`config.mk`:
```
export PLATFORM = sky130hd
export DESIGN_NAME = dual_rail_rx_flat
export DESIGN_NICKNAME = d
export VERILOG_FILES = /design/src/rtl/dual_rail_rx_if.sv /design/src/rtl/dual_rail_rx.sv /design/src/flat_wrapper.sv
export SDC_FILE = /design/constraint.sdc
export NUM_CORES = 1
export LEC_CHECK = 0
export CORE_MARGIN = 4
export CORE_UTILIZATION = 54
export DETAILED_ROUTE_END_ITERATION = 7
export PLACE_DENSITY = 0.78
export SLEW_MARGIN = 0
export SYNTH_ARGS = -nofsm -noshare
export SYNTH_HDL_FRONTEND = slang
export SYNTH_SLANG_ARGS = --single-unit
```
`constraint.sdc`:
```
create_clock -name clk -period 3.2 [get_ports clk]
set_clock_uncertainty 0.2 [all_clocks]
set_input_delay 0.64 -clock clk [delete_from_list [all_inputs] [get_ports clk]]
set_output_delay 0.64 -clock clk [all_outputs]
set_load 0.1 [all_outputs]
```
`src/rtl/dual_rail_rx_if.sv`:
```
// Link bundle for dual_rail_rx: dual-rail input, acknowledge, and the
// decoded valid/ready output side.
interface dual_rail_rx_if #(
   parameter int unsigned WIDTH = 2
);
   logic [WIDTH-1:0][1:0] in;
   logic                  ack;
   logic [WIDTH-1:0]      data_o;
   logic                  valid_o;
   logic                  ready_i;
   logic                  err_o;

   modport master (
      input  in, ready_i,
      output ack, data_o, valid_o, err_o
   );

   modport slave (
      output in, ready_i,
      input  ack, data_o, valid_o, err_o
   );
endinterface

```
`src/rtl/dual_rail_rx.sv`:
```
// Dual-rail link receiver: synchronises the rails, detects codeword completion
// (four-phase RTZ or two-phase transition) and emits decoded words on valid/ready.
module dual_rail_rx #(
   parameter              ENC         = "TP",
   parameter int unsigned WIDTH       = 2,
   parameter int unsigned SYNC_STAGES = 2
) (
   input logic            clk,
   input logic            rst,
   dual_rail_rx_if.master link
);
   localparam bit          IS_FP  = (ENC == "FP");
   localparam int unsigned SYNC_N = (SYNC_STAGES < 2) ? 2 : SYNC_STAGES;

   typedef logic [WIDTH-1:0][1:0] rails_t;
   typedef enum logic [1:0] {WAIT_DATA, HOLD, WAIT_SPACER} state_t;

   rails_t           sync_q [SYNC_N];
   rails_t           s;
   rails_t           s_d;
   rails_t           ref_q;
   state_t           state;
   logic             ack_q;
   logic             valid_q;
   logic             err_q;
   logic [WIDTH-1:0] data_q;

   logic             stable;
   logic             complete;
   logic             empty;
   logic             illegal;
   logic             swapped;
   logic [WIDTH-1:0] word;
   logic [1:0]       sym;

   always_ff @(posedge clk) begin
      if (rst) begin
         for (int unsigned i = 0; i < SYNC_N; i++) sync_q[i] <= '0;
         s_d <= '0;
      end else begin
         sync_q[0] <= link.in;
         for (int unsigned i = 1; i < SYNC_N; i++) sync_q[i] <= sync_q[i-1];
         s_d <= s;
      end
   end

   always_comb s = sync_q[SYNC_N-1];

   // FP symbols are the raw rails; TP symbols are the rail toggles since the last token.
   // In FP, ref_q holds the captured codeword so a 01<->10 swap without spacer is caught.
   always_comb begin
      stable   = (s == s_d);
      complete = 1'b1;
      empty    = 1'b1;
      illegal  = 1'b0;
      swapped  = 1'b0;
      word     = '0;
      sym      = '0;
      for (int unsigned i = 0; i < WIDTH; i++) begin
         if (IS_FP) begin
            sym     = s[i];
            swapped = swapped | ((s[i] != 2'b00) && (s[i] != ref_q[i]));
         end else begin
            sym = s[i] ^ ref_q[i];
         end
         word[i] = sym[1];
         if (sym == 2'b00) complete = 1'b0;
         else              empty    = 1'b0;
         if (sym == 2'b11) illegal  = 1'b1;
      end
   end

   always_ff @(posedge clk) begin
      if (rst) begin
         state   <= WAIT_DATA;
         ack_q   <= 1'b0;
         valid_q <= 1'b0;
         err_q   <= 1'b0;
         data_q  <= '0;
         ref_q   <= '0;
      end else begin
         // Draining stays possible in every state, including HOLD.
         if (valid_q && link.ready_i) valid_q <= 1'b0;
         case (state)
            WAIT_DATA: begin
               if (stable) begin
                  if (illegal) begin
                     err_q <= 1'b1;
                     state <= HOLD;
                  end else if (complete && (!valid_q || link.ready_i)) begin
                     data_q  <= word;
                     valid_q <= 1'b1;
                     ref_q   <= s;
                     if (IS_FP) begin
                        ack_q <= 1'b1;
                        state <= WAIT_SPACER;
                     end else begin
                        ack_q <= ~ack_q;
                     end
                  end
               end
            end
            WAIT_SPACER: begin
               if (stable) begin
                  if (illegal || swapped) begin
                     err_q <= 1'b1;
                     state <= HOLD;
                  end else if (empty) begin
                     ack_q <= 1'b0;
                     state <= WAIT_DATA;
                  end
               end
            end
            default: ;
         endcase
      end
   end

   assign link.ack     = ack_q;
   assign link.valid_o = valid_q;
   assign link.data_o  = data_q;
   assign link.err_o   = err_q;
endmodule

```
`src/flat_wrapper.sv`:
```
// flat-port wrapper written by rule: the top's interface ports become plain ports
module dual_rail_rx_flat 
#(
   parameter              ENC         = "  ",
   parameter int unsigned WIDTH       = 2,
   parameter int unsigned SYNC_STAGES = 2
)
  (clk, rst, link_in, link_ready_i, link_ack, link_data_o, link_valid_o, link_err_o);
  dual_rail_rx_if #(.WIDTH(WIDTH)) link_i ();
  input logic clk;
  input logic rst;
  input wire logic [$bits(link_i.in)-1:0] link_in;
  input wire logic [$bits(link_i.ready_i)-1:0] link_ready_i;
  output wire logic [$bits(link_i.ack)-1:0] link_ack;
  output wire logic [$bits(link_i.data_o)-1:0] link_data_o;
  output wire logic [$bits(link_i.valid_o)-1:0] link_valid_o;
  output wire logic [$bits(link_i.err_o)-1:0] link_err_o;
  assign link_i.in = link_in;
  assign link_i.ready_i = link_ready_i;
  assign link_ack = link_i.ack;
  assign link_data_o = link_i.data_o;
  assign link_valid_o = link_i.valid_o;
  assign link_err_o = link_i.err_o;
  dual_rail_rx #(.ENC(ENC), .WIDTH(WIDTH), .SYNC_STAGES(SYNC_STAGES)) u_core (.clk(clk), .rst(rst), .link(link_i));
endmodule
```
==> results of run 1 <==
metal layers:
| layer | vias up | GRT usage (%) |
|---|---|---|
| li1 | 268 | - |
| met1 | 232 | 12.99 |
| met2 | 13 | 24.87 |
| met3 | 2 | 5.747 |
| met4 | 0 | 4.972 |
| met5 | - | 0 |
final cells by class:
type | count | area, µm² | share of cell area, %
Clock buffer | 3 | 22.52 | 2.356
Inverter | 1 | 3.754 | 0.3927
Multi-Input combinational cell | 49 | 372.9 | 39.01
Sequential cell | 22 | 440.4 | 46.07
Tap cell | 15 | 18.77 | 1.963
Timing Repair Buffer | 11 | 97.59 | 10.21
placed cells by master (no fill, tap or decap):
master,count
a211oi_1,2
a21oi_1,3
a31oi_1,2
and3_1,1
buf_4,5
clkbuf_4,3
clkdlybuf4s50_1,6
dfxtp_1,22
inv_1,1
mux2_4,5
nand2_1,2
nand2b_1,1
nand3_1,1
nor2_1,2
nor2_2,1
nor2b_1,17
nor3_4,1
o22ai_1,1
xnor2_1,9
xor2_1,1
report_power, final:
| part | internal, mW | leakage, nW | switching (mW) |
|---|---|---|---|
| Combinational | 0.0222 | 0.167 | 0.0293 |
| Sequential | 0.282 | 0.179 | 0.00422 |
| Clock | 0.0438 | 0.0138 | 0.0710 |
sequential cells by signal, summed over array words and instances, names as in the netlist:
signal               cells
u_core.link.ack          1
u_core.link.data_o       2
u_core.link.err_o        1
u_core.link.valid_o      1
u_core.ref_q             4
u_core.s_d               4
u_core.state             1
u_core.sync_q            8
Yosys cell counts:
library cell / n
nor2_1: 2
a211oi_1: 2
nor2b_1: 17
a21oi_1: 3
nor2_2: 1
buf_6: 1
nand2b_1: 1
nand2_1: 2
clkbuf_1: 2
mux2_4: 5
a31oi_1: 2
xor2_1: 1
nand3_1: 1
nor3_4: 1
dfxtp_1: 22
and3_1: 1
xnor2_1: 9
inv_1: 1
o22ai_1: 1
worst max path at each step:
stage	from	to	slack, ns	depth (start not counted)
floorplan	u_core.link.valid_o$_SDFF_PP0_	u_core.link.ack$_SDFFE_PP0P_	1.09	4
global placement	link_ready_i	u_core.link.ack$_SDFFE_PP0P_	0.86	4
detailed placement	rst	u_core.ref_q[0]$_SDFFE_PP0P_	0.84	3
CTS	u_core.sync_q[0][7]$_SDFF_PP0_	u_core.link.ack$_SDFFE_PP0P_	1.11	5
global route	u_core.sync_q[0][7]$_SDFF_PP0_	u_core.link.ack$_SDFFE_PP0P_	1.0	5
finish	u_core.sync_q[0][7]$_SDFF_PP0_	u_core.link.ack$_SDFFE_PP0P_	1.13	5
through the flow:
stage | worst slack (ns) | utilization [%]
3_5_place_dp | 0.8400 | 67.51
2_1_floorplan | 1.094 | -
3_3_place_gp | 0.8590 | 67.51
6_report | 1.130 | 69.14
4_1_cts | 1.107 | 69.14
5_1_grt | 0.9990 | 69.14
cell families after synthesis:
kind of cell	count (synthesis)	share of synthesized area (%)
AO/OA/AOI/OAI	8	5.838
XOR/XNOR	10	10.48
buffers and inverters	4	2.694
flip-flops	22	52.69
multiplexers	5	8.982
AND/OR/NAND/NOR	26	19.31
==> results_dict.tcl, run 1 <==
set metrics [dict create \
    top_layer "met4" \
    cts_tree "done" \
    crit_slowest_cell "and3_1" \
    fin_crit_sh_pct 64.69 \
    reg2reg_slack_ns 1.13 \
    synth_top_area_share_pct 52.69 \
    clock_path_buffers 2 \
    m1WireLength_um 522 \
    syn_inst 75 \
    min_from "u_core.sync_q[0][2]$_SDFF_PP0_" \
    crit_family "simple AND/OR/NAND/NOR gates" \
    cap_violations 0 \
    syn_area_per_cell_um2 11.14 \
    fill_cells 125 \
    syn_nets 82 \
    grt_pass1_wl_um 2070 \
    hold-worst-slack_ns 0.2469 \
    crit_required_ns 3.19 \
    cp_max_fo 7 \
    numCtsBuffers 3 \
    ant_nets 0 \
    relSlewSlack_pct 51.81 \
    grt_max_degree 24 \
    rows 13 \
    drcViolationCount 0 \
    clkLatencyLatePin_ns 0.29 \
    path_cells "xnor2_1, xnor2_1, nor2_2, and3_1, mux2_4" \
    wl_met2_um 583 \
    detail_route.wl_per_cell_um 11.80 \
    grt_pass1_vias 514 \
    cp_num_buf_inv 0 \
    end_kind "flop" \
    finalSetupViolCount 0 \
    worst_pin_slew_ns 0.7206 \
    worst-r2r-cell-count 5 \
    gp_congestion 0.7618 \
    finalSetupTns_ns 0 \
    numPortBuffers 11 \
    area_growth_pct 14.37 \
    synth_area_leader_cell "dfxtp_1" \
    post_cts_resized 0 \
    clk_pin_slew_worst_paths_ns 0.10 \
    routed_wl_um 1192 \
    yosysSeqAreaShare_pct 52.69 \
    power_density_nw_per_um2 473.0 \
    drt-initial-drc-count 0 \
    start_util_pct 60.45 \
    core_um2 1383 \
    die-area_um2 2241 \
    fin_nets 95 \
    path_common_cell "xnor2_1" \
    antenna_cells 0 \
    outcome "finished clean" \
    dieWidth_um 47.34 \
    startpoint_type "flop" \
    met3_length_um 73 \
    finalHoldViolCount 0 \
    h-tree-depth 1 \
    hpwlAfterDp_um 907.7 \
    reg2reg_to "u_core.link.ack$_SDFFE_PP0P_" \
    whs_endpoint "u_core.sync_q[0][6]$_SDFF_PP0_" \
    rr_startpoint "u_core.sync_q[0][7]$_SDFF_PP0_" \
    via_per_inst 5.099 \
    cts_root_buf "clkbuf_4" \
    yosysWarningCount 0 \
    layoutNonFillerInstCount 101 \
    synth_cell_types 19 \
    layout_min_cycle_time_ns 2.070 \
    slowest_delay_ns 0.44 \
    rsz0062_at_grt "no" \
    arrival_ns 2.06 \
    gr-usage-all-layers_pct 13.44 \
    overflow 0 \
    synth.ff_latch_count 22 \
    cts_setup_buffers 0 \
    slew_viol_final 0 \
    dp_cells 98 \
    clock.fmax_mhz 483.1 \
    critPathKind "flop to flop" \
    stdcell_area_um2 955.9 \
    hold_class "flop to flop" \
    cts.sinks 22 \
    vias 515 \
    peakVddDrop_mv 0.3635 \
    post_dp_cell_area_um2 933.4 \
    io_pins 12 \
    fp.dieH_um 47.34 \
    holdBufCountCts 0 \
    drive_above_1_share_pct 17.44 \
    total_power_mw 0.4522 \
    hold_depth 1 \
    power.leakage_nw 0.3606 \
    synth_area_leaders "dfxtp_1, nor2b_1, xnor2_1, mux2_4, nor3_4" \
    synth_area_um2 835.8 \
    antenna_found_initial 0 \
    drtPass1Iterations 1 \
]
Note: power is estimated with default switching activity, not from simulation.
==> inputs of run 2 (changes only) <==
--- a/config.mk
+++ b/config.mk
@@ -6,9 +6,9 @@
 export NUM_CORES = 1
 export LEC_CHECK = 0
 export CORE_MARGIN = 4
-export CORE_UTILIZATION = 54
+export CORE_UTILIZATION = 50
 export DETAILED_ROUTE_END_ITERATION = 7
-export PLACE_DENSITY = 0.78
+export PLACE_DENSITY = 0.73
 export SLEW_MARGIN = 0
 export SYNTH_ARGS = -nofsm -noshare
 export SYNTH_HDL_FRONTEND = slang
==> constraint.sdc (replaced) <==
create_clock -name clk -period 2.05 [get_ports clk]
set_clock_uncertainty 0.2 [all_clocks]
set_input_delay 0.41 -clock clk [delete_from_list [all_inputs] [get_ports clk]]
set_output_delay 0.41 -clock clk [all_outputs]
set_load 0.1 [all_outputs]
==> results_dict.tcl, run 2 (synthesis gave the netlist of run 1 again) <==
set metrics [dict create \
    post_dp_cell_area_um2 1041 \
    cts_root_buf "clkbuf_4" \
    clkLatencyLatePin_ns 0.30 \
    fin_crit_sh_pct 94.15 \
    outcome "finished clean" \
    cts_tree "done" \
    slowest_delay_ns 0.41 \
    crit_required_ns 2.05 \
    grt_pass1_vias 487 \
    overflow 0 \
    finalWorstSetupSlack_ns 0.1199 \
    dp_cells 103 \
    cts_setup_buffers 0 \
    drcViolationCount 0 \
    regMostFlops "u_core.sync_q" \
    core_um2 1541 \
    drive_above_1_share_pct 22.22 \
    die-area_um2 2390 \
    fill_cells 123 \
    seq_area_um2 441.7 \
    hold-worst-slack_ns 0.2500 \
    peakVddDrop_mv 0.4707 \
    grt_max_degree 24 \
    via_per_inst 5.151 \
    startpoint_type "flop" \
    numCtsBuffers 3 \
    io_pins 12 \
    gr-usage-all-layers_pct 11.55 \
    relSlewSlack_pct 80.39 \
    start_util_pct 54.22 \
    cap_violations 0 \
    area_growth_pct 27.25 \
    cp_max_fo 7 \
    grt_pass1_wl_um 2090 \
    critPathKind "flop to flop" \
    final_cell_mix "dfxtp_1, nor2b_1, xnor2_1, clkdlybuf4s50_1, buf_12" \
    antenna_cells 0 \
    hold_class "flop to flop" \
    path_cells "xnor2_1, nand3_1, nor3_4, and3_1, buf_4, mux2_4" \
    dieWidth_um 48.89 \
    crit_family "simple AND/OR/NAND/NOR gates" \
    layout_min_cycle_time_ns 1.930 \
    cts.sinks 22 \
    final_common_cell "dfxtp_1" \
    post_cts_resized 0 \
    ant_nets 0 \
    post-route-util_pct 68.99 \
    power.leakage_nw 0.3981 \
    drtPass1Iterations 2 \
    multi_input_area_um2 372.9 \
    arrival_ns 1.93 \
    largest_registers "u_core.sync_q x8, u_core.ref_q x4, u_core.s_d x4" \
    finalSetupTns_ns 0 \
    rows 14 \
    rsz0062_at_grt "no" \
    finalSetupViolCount 0 \
    end_kind "flop" \
    h-tree-depth 1 \
    slew_viol_final 0 \
    gp_congestion 0.8219 \
    antenna_found_initial 0 \
    detail_route.wl_per_cell_um 11.68 \
    holdBufCountCts 0 \
    clk_pin_slew_worst_paths_ns 0.11 \
    numPortBuffers 11 \
    largest_register_ffs 8 \
    stdcell_area_um2 1064 \
    clock_path_buffers 2 \
    power_density_nw_per_um2 684.7 \
    fp.dieH_um 48.89 \
    vias 546 \
    worst_pin_slew_ns 0.2920 \
    layoutNonFillerInstCount 106 \
    fin_nets 99 \
    routed_wl_um 1238 \
    drt-initial-drc-count 3 \
    cp_num_buf_inv 1 \
    finalHoldViolCount 0 \
    crit_slowest_cell "dfxtp_1" \
    dp_slack_ns 0.1406 \
    total_power_mw 0.7282 \
    clock.fmax_mhz 518.1 \
]
==> run 2: changes by cell type in the layout (fill, tap and decap cells not counted) <==
cell     previous run  this run
buf_12              0         6
dfxtp_2             0         1
buf_4               5         3
dfxtp_1            22        21
==> run 2: area by class of cell <==
cell class	instances	share of cell area [%]
inverter	1	0.3529
timing repair buffer	15	19.06
multi-input combinational	49	35.06
tap	16	1.882
clock buffer	3	2.118
sequential	22	41.53
==> run 2: worst paths after layout <==
check | start | endpoint | slack [ns] | depth (start not counted)
worst max-delay path | u_core.sync_q[0][7]$_SDFF_PP0_ | u_core.link.ack$_SDFFE_PP0P_ | 0.12 | 6
worst min-delay path | u_core.sync_q[0][0]$_SDFF_PP0_ | u_core.sync_q[0][4]$_SDFF_PP0_ | 0.25 | 1
worst max register to register | u_core.sync_q[0][7]$_SDFF_PP0_ | u_core.link.ack$_SDFFE_PP0P_ | 0.12 | 6
worst min register to register | u_core.sync_q[0][0]$_SDFF_PP0_ | u_core.sync_q[0][4]$_SDFF_PP0_ | 0.25 | 1
==> run 2: power breakdown <==
| part | switching (mW) | internal [mW] | total, mW | leakage, nW |
|---|---|---|---|---|
| Combinational | 0.0467 | 0.0461 | 0.0928 | 0.204 |
| Sequential | 0.00798 | 0.440 | 0.448 | 0.180 |
| Clock | 0.119 | 0.0685 | 0.188 | 0.0138 |
==> run 2: metal layers <==
metal	vias to the layer above	global-route usage, %	part of all wire, %
met4	0	9.417	3.1
met5	-	0	0
met2	15	18.04	45
li1	275	-	-
met1	252	12.38	45
met3	4	3.976	6.4
